[config.mk]
export PLATFORM = sky130hd
export DESIGN_NAME = bcd_alu_arb
export DESIGN_NICKNAME = d
export VERILOG_FILES = /design/src/rtl/bcd_alu_arb_pkg.sv /design/src/rtl/bcd_alu_arb_alu.sv /design/src/rtl/bcd_alu_arb.sv
export SDC_FILE = /design/constraint.sdc
export NUM_CORES = 1
export LEC_CHECK = 0
export CELL_PAD_IN_SITES_DETAIL_PLACEMENT = 1
export CELL_PAD_IN_SITES_GLOBAL_PLACEMENT = 1
export CORE_MARGIN = 3
export CORE_UTILIZATION = 39
export CTS_CLUSTER_SIZE = 8
export DETAILED_ROUTE_END_ITERATION = 6
export PLACE_DENSITY_LB_ADDON = 0.1
export SETUP_SLACK_MARGIN = 0.2
export SLEW_MARGIN = 20
export SYNTH_ARGS = -nofsm -noshare
export SYNTH_HDL_FRONTEND = slang
export SYNTH_SLANG_ARGS = --single-unit
export TNS_END_PERCENT = 5
[constraint.sdc]
create_clock -name clk -period 12.33 [get_ports clk]
set_input_delay 3.699 -clock clk [delete_from_list [all_inputs] [get_ports clk]]
set_output_delay 3.699 -clock clk [all_outputs]
set_load 0.01 [all_outputs]
[src/rtl/bcd_alu_arb_pkg.sv]
// Shared definitions for the two-requester BCD ALU arbiter: FSM state
// encoding, opcode constants, requester count and a BCD digit adder.
package bcd_alu_arb_pkg;

  localparam int N_REQ  = 2;
  localparam int DIGITS = 4;

  typedef enum logic [1:0] {
    IDLE = 2'd0,
    EXEC = 2'd1,
    RESP = 2'd2
  } state_e;

  // 00 = BCD add, 01 = BCD subtract (ten's complement, modulo 10^4),
  // 10 = pass A through, 11 = compare (A>B -> 0001, A<B -> FFFF, else 0000).
  localparam logic [1:0] OP_ADD  = 2'b00;
  localparam logic [1:0] OP_SUB  = 2'b01;
  localparam logic [1:0] OP_PASS = 2'b10;
  localparam logic [1:0] OP_CMP  = 2'b11;

  // One decimal digit add with carry; result is {carry_out, sum_digit}.
  function automatic logic [4:0] bcd_digit_add(input logic [3:0] a,
                                               input logic [3:0] b,
                                               input logic       cin);
    logic [4:0] s;
    s = {1'b0, a} + {1'b0, b} + {4'b0000, cin};
    if (s > 5'd9) s = s + 5'd6;
    return s;
  endfunction

endpackage

[src/rtl/bcd_alu_arb_alu.sv]
// Combinational 4-digit BCD ALU shared by both requesters.
module bcd_alu_arb_alu
  import bcd_alu_arb_pkg::*;
(
  input  logic [1:0]  op,
  input  logic [15:0] a,
  input  logic [15:0] b,
  output logic [15:0] c
);

  logic [15:0] b_eff;
  logic [15:0] sum;
  logic        carry;
  logic [4:0]  dsum;

  // Digit-serial BCD add; subtract reuses it with the nines complement of B and carry-in 1.
  always_comb begin
    b_eff = b;
    sum   = '0;
    carry = (op == OP_SUB);
    dsum  = '0;
    if (op == OP_SUB) begin
      for (int i = 0; i < DIGITS; i++) b_eff[4*i +: 4] = 4'd9 - b[4*i +: 4];
    end
    for (int i = 0; i < DIGITS; i++) begin
      dsum            = bcd_digit_add(a[4*i +: 4], b_eff[4*i +: 4], carry);
      sum[4*i +: 4]   = dsum[3:0];
      carry           = dsum[4];
    end
    case (op)
      OP_ADD, OP_SUB: c = sum;
      OP_PASS:        c = a;
      default:        c = (a > b) ? 16'h0001 : ((a < b) ? 16'hFFFF : 16'h0000);
    endcase
  end

endmodule

[src/rtl/bcd_alu_arb.sv]
// Two-requester front end for one shared BCD ALU. One operation is in flight
// at a time: IDLE grants, EXEC computes from captured operands, RESP holds the
// result for the winner.
// Handshake: a request transfers in the cycle req_valid[i] && req_ready[i];
// a response transfers in the cycle rsp_valid[i] && rsp_ready[i]. Valid never
// depends on the matching ready, and the response payload stays stable while
// rsp_valid is high.
module bcd_alu_arb
  import bcd_alu_arb_pkg::*;
#(
  parameter int RR_EN = 1
) (
  input  logic              clk,
  input  logic              rst,
  input  logic [N_REQ-1:0]  req_valid,
  output logic [N_REQ-1:0]  req_ready,
  input  logic [3:0]        req_op,
  input  logic [31:0]       req_a,
  input  logic [31:0]       req_b,
  output logic [N_REQ-1:0]  rsp_valid,
  input  logic [N_REQ-1:0]  rsp_ready,
  output logic [15:0]       rsp_data,
  output logic              busy,
  output state_e            dbg_state
);

  state_e      state_q, state_d;
  logic        last_q, last_d;      // index of the most recently granted requester
  logic        win_q, win_d;        // index of the requester currently being served
  logic [1:0]  op_q, op_d;
  logic [15:0] a_q, a_d;
  logic [15:0] b_q, b_d;
  logic [15:0] rsp_data_q, rsp_data_d;
  logic [1:0]  grant;
  logic [15:0] alu_c;

  bcd_alu_arb_alu u_alu (
    .op (op_q),
    .a  (a_q),
    .b  (b_q),
    .c  (alu_c)
  );

  // Pick a winner in IDLE: a lone requester always wins; on contention RR favours the other one.
  always_comb begin
    grant = 2'b00;
    if (state_q == IDLE && !rst) begin
      case (req_valid)
        2'b01:   grant = 2'b01;
        2'b10:   grant = 2'b10;
        2'b11:   grant = ((RR_EN != 0) && !last_q) ? 2'b10 : 2'b01;
        default: grant = 2'b00;
      endcase
    end
  end

  // Next-state logic: capture operands on grant, latch the ALU result after EXEC, wait for consume.
  always_comb begin
    state_d    = state_q;
    last_d     = last_q;
    win_d      = win_q;
    op_d       = op_q;
    a_d        = a_q;
    b_d        = b_q;
    rsp_data_d = rsp_data_q;
    case (state_q)
      IDLE: begin
        if (grant != 2'b00) begin
          state_d = EXEC;
          win_d   = grant[1];
          last_d  = grant[1];
          op_d    = grant[1] ? req_op[3:2]  : req_op[1:0];
          a_d     = grant[1] ? req_a[31:16] : req_a[15:0];
          b_d     = grant[1] ? req_b[31:16] : req_b[15:0];
        end
      end
      EXEC: begin
        rsp_data_d = alu_c;
        state_d    = RESP;
      end
      RESP: begin
        if (rsp_ready[win_q]) state_d = IDLE;
      end
      default: state_d = IDLE;
    endcase
  end

  // State registers; reset leaves requester 1 as last granted so requester 0 wins first.
  always_ff @(posedge clk) begin
    if (rst) begin
      state_q    <= IDLE;
      last_q     <= 1'b1;
      win_q      <= 1'b0;
      op_q       <= 2'b00;
      a_q        <= 16'h0000;
      b_q        <= 16'h0000;
      rsp_data_q <= 16'h0000;
    end else begin
      state_q    <= state_d;
      last_q     <= last_d;
      win_q      <= win_d;
      op_q       <= op_d;
      a_q        <= a_d;
      b_q        <= b_d;
      rsp_data_q <= rsp_data_d;
    end
  end

  assign req_ready = grant;
  assign rsp_valid = (state_q == RESP) ? (win_q ? 2'b10 : 2'b01) : 2'b00;
  assign rsp_data  = rsp_data_q;
  assign busy      = (state_q != IDLE);
  assign dbg_state = state_q;

endmodule
==> results.sh <==
export IMPL_drt_drc_violations_left=0
export IMPL_grt_max_degree=72
export IMPL_synthAdderAreaFrac=0.153
export IMPL_initial_core_util=0.403
export IMPL_drtAntennaViolNets=0
export IMPL_ctsLongestPathBuffers=2
export IMPL_dr_pass1_iters=4
export IMPL_setup_violations=0
export IMPL_final_max_slew_viol_count=0
export IMPL_cts_resized=0
export IMPL_rsz0062_at_grt="no"
export IMPL_finalSetupTns_ns=0
export IMPL_postCtsSetupRepairBufs=0
export IMPL_crit_required_ns=8.63
export IMPL_die_x_um=106
export IMPL_grt_pass1_vias=4064
export IMPL_synth_area_mm2=0.00394
export IMPL_worstSetupPathType="in -> out"
export IMPL_status="complete, no violations"
export IMPL_reg2reg_depth=33
export IMPL_cts_tree="done"
export IMPL_critPathCaptureType="output port"
export IMPL_p_leak_nw=2.04
export IMPL_routedWlPerCell_um=16.1
export IMPL_max_slew_margin_rel=0.399
export IMPL_synth_simple_gate_area_frac=0.238
export IMPL_syn_inst=508
export IMPL_hold_violations=0
export IMPL_grt_pass1_wl_um=19400
export IMPL_synth_ff_type="dfxtp_1"
export IMPL_io_buffers=96
export IMPL_grt_usage=0.207
export IMPL_muxShareOfSynthArea=0.0184
export IMPL_antenna_cells=0
export IMPL_post_place_ws_ns=2.11
export IMPL_crit_fanout=57
export IMPL_drt_iter0_markers=120
export IMPL_synth_compound_area_share=0.229
export IMPL_hold_buffers=0
export IMPL_rows=36
export IMPL_dp_hpwl_um=9310
export IMPL_holdCritPathClass="reg -> reg"
export IMPL_place_congestion=0.829
export IMPL_peakVddDrop_mv=0.0573
export IMPL_syn_to_final_growth_pct=29.0
export IMPL_die_area_mm2=0.0113
export IMPL_syn_area_per_cell_um2=7.75
export IMPL_pwr_density_cell_mw_per_mm2=117
export IMPL_routed_wl_um=11600
export IMPL_synth_cell_types=55
export IMPL_die_h_um=106
export IMPL_synthXorXnorAreaFrac=0.0289
export IMPL_grt_overflow_total=0
export IMPL_p_total_w=0.000593
export IMPL_numCtsBuffers=5
export IMPL_synth_top_family_by_area="simple AND/OR/NAND/NOR gates"
export IMPL_final_layout_size_suffix_gt1_frac=0.0357
export IMPL_synth_seq_area_share=0.275
export IMPL_core_mm2=0.00977
export IMPL_multiInputGateArea_mm2=0.00263
export IMPL_viasPerCell=5.46
export IMPL_min_path_cells=2
export IMPL_clock_latency_ns=0.32
export IMPL_htreeDepth=2
export IMPL_maxCapViolations=0
export IMPL_ys_seq_elements=54
export IMPL_cts_root_buf="clkbuf_8"
export IMPL_max_freq_ghz=0.0986
export IMPL_finalWorstSetupSlack_ns=2.19
export IMPL_cp_start_kind="input port"
export IMPL_synth_warning_count=0
export IMPL_ff_latch_area_mm2=0.00108
export IMPL_fin_crit_ns=10.14
export IMPL_vias=3934
export IMPL_clkSinkCount=54
export IMPL_ios=97
export IMPL_syn_nets=626
export IMPL_nNetsFinal=706
export IMPL_synth_edf_count=0
export IMPL_clk_pin_slew_ns=0.11
export IMPL_finalCritPeriodShare=0.822
export IMPL_antenna_found_initial=0
export IMPL_async_reset_ff_frac=0
export IMPL_tightest_slew_ns=0.895
export IMPL_hold_slack_ns=0.491
export IMPL_worstPathArrival_ns=6.44
export IMPL_finalClockSkew_ns=0.0104
export IMPL_fillers=1251
area by class of cell:
cell class | count | share of cell area
multi-input cells | 395 | 0.518
clock inverters | 2 | 0.00345
repair buffers | 102 | 0.197
flip-flops and latches | 54 | 0.213
clock buffers | 5 | 0.0136
well taps | 133 | 0.0328
inverters | 30 | 0.0222
metrics by stage:
step	instance area [µm²]	std cells	utilization
global placement	4990	714	0.511
finish	5080	721	0.520
CTS	5080	721	0.520
global route	5080	721	0.520
detailed placement	4990	714	0.511
floorplan	3940	508	-
critical path, cell delays in order:
cell             delay (ns)
buf_2                  0.08
buf_4                  0.47
nor2_1                 0.17
nand3_1                0.12
buf_4                  0.35
clkinv_1               0.81
clkdlybuf4s50_1        0.72
Yosys cell counts (3+ instances only):
| cell type | n | area, µm² |
|---|---|---|
| nor2_1 | 67 | 251 |
| nor2b_1 | 10 | 62.6 |
| nand3_1 | 4 | 20.0 |
| a21o_1 | 6 | 45.0 |
| a311oi_1 | 40 | 350 |
| nor3_1 | 6 | 30.0 |
| xnor2_1 | 12 | 105 |
| a211o_1 | 3 | 26.3 |
| o211a_1 | 3 | 30.0 |
| inv_1 | 28 | 105 |
| nand2_1 | 93 | 349 |
| mux2i_1 | 5 | 50.1 |
| dfxtp_1 | 54 | 1080 |
| fa_1 | 7 | 140 |
| nand3b_1 | 3 | 22.5 |
| a21oi_1 | 14 | 70.1 |
| o21ai_0 | 15 | 75.1 |
| nand2b_1 | 5 | 31.3 |
| o21a_1 | 7 | 52.6 |
| ha_1 | 37 | 463 |
| and2_1 | 4 | 25.0 |
| a211oi_1 | 7 | 52.6 |
| clkbuf_1 | 25 | 93.8 |
| a31oi_1 | 6 | 37.5 |
| or3_1 | 3 | 18.8 |
| nand4_1 | 5 | 31.3 |
registers in the layout, indices dropped and copies added (netlist names):
name and flops:
a_q 16, b_q 16, dbg_state 2, last_q 1
op_q 2, rsp_data 16, win_q 1
worst paths after layout:
check,startpoint,endpoint,slack [ns]
setup / recovery,rst,req_ready[0],2.19
hold reg to reg,b_q[4],b_q[4],0.49
setup reg to reg,op_q[0],rsp_data[13],3.28
hold / removal,b_q[4],b_q[4],0.49
layout by cell type, fill, tap and decap left out, types with 4 or more instances in the layout:
cell / netlist / routed
nor3_1: 6 / 6
buf_4: 0 / 6
ha_1: 37 / 37
inv_1: 28 / 28
and2_1: 4 / 4
o21a_1: 7 / 7
fa_1: 7 / 7
nand4_1: 5 / 5
nor2_1: 67 / 67
a31oi_1: 6 / 6
a311oi_1: 40 / 40
a211oi_1: 7 / 7
nand2_1: 93 / 93
o21ai_0: 15 / 15
clkdlybuf4s50_1: 0 / 95
nand2b_1: 5 / 5
a21o_1: 6 / 6
xnor2_1: 12 / 12
dfxtp_1: 54 / 54
nor2b_1: 10 / 10
a21oi_1: 14 / 14
mux2i_1: 5 / 5
clkbuf_8: 0 / 5
power by group:
group          total (W)  switching [W]  internal (W)  leakage [nW]
sequential      0.000217      0.0000214      0.000196         0.444
clock           0.000105      0.0000642     0.0000406        0.0450
combinational   0.000271       0.000143      0.000128          1.55
logic make-up after synthesis:
family	count (synthesis)
multiplexers	7
XOR/XNOR	13
adder cells (fa/ha/maj)	44
buffers and inverters	59
flip-flops	54
AND/OR/NAND/NOR	212
AO/OA/AOI/OAI	119
metal layers:
layer	global-route usage	vias up	wire [µm]
met1	0.287	1870	5600
met2	0.340	99	5340
met4	0.0420	0	105
met5	0	-	0
met3	0.0340	10	537
li1	-	1955	-
Power figures use the tool's default switching activity.
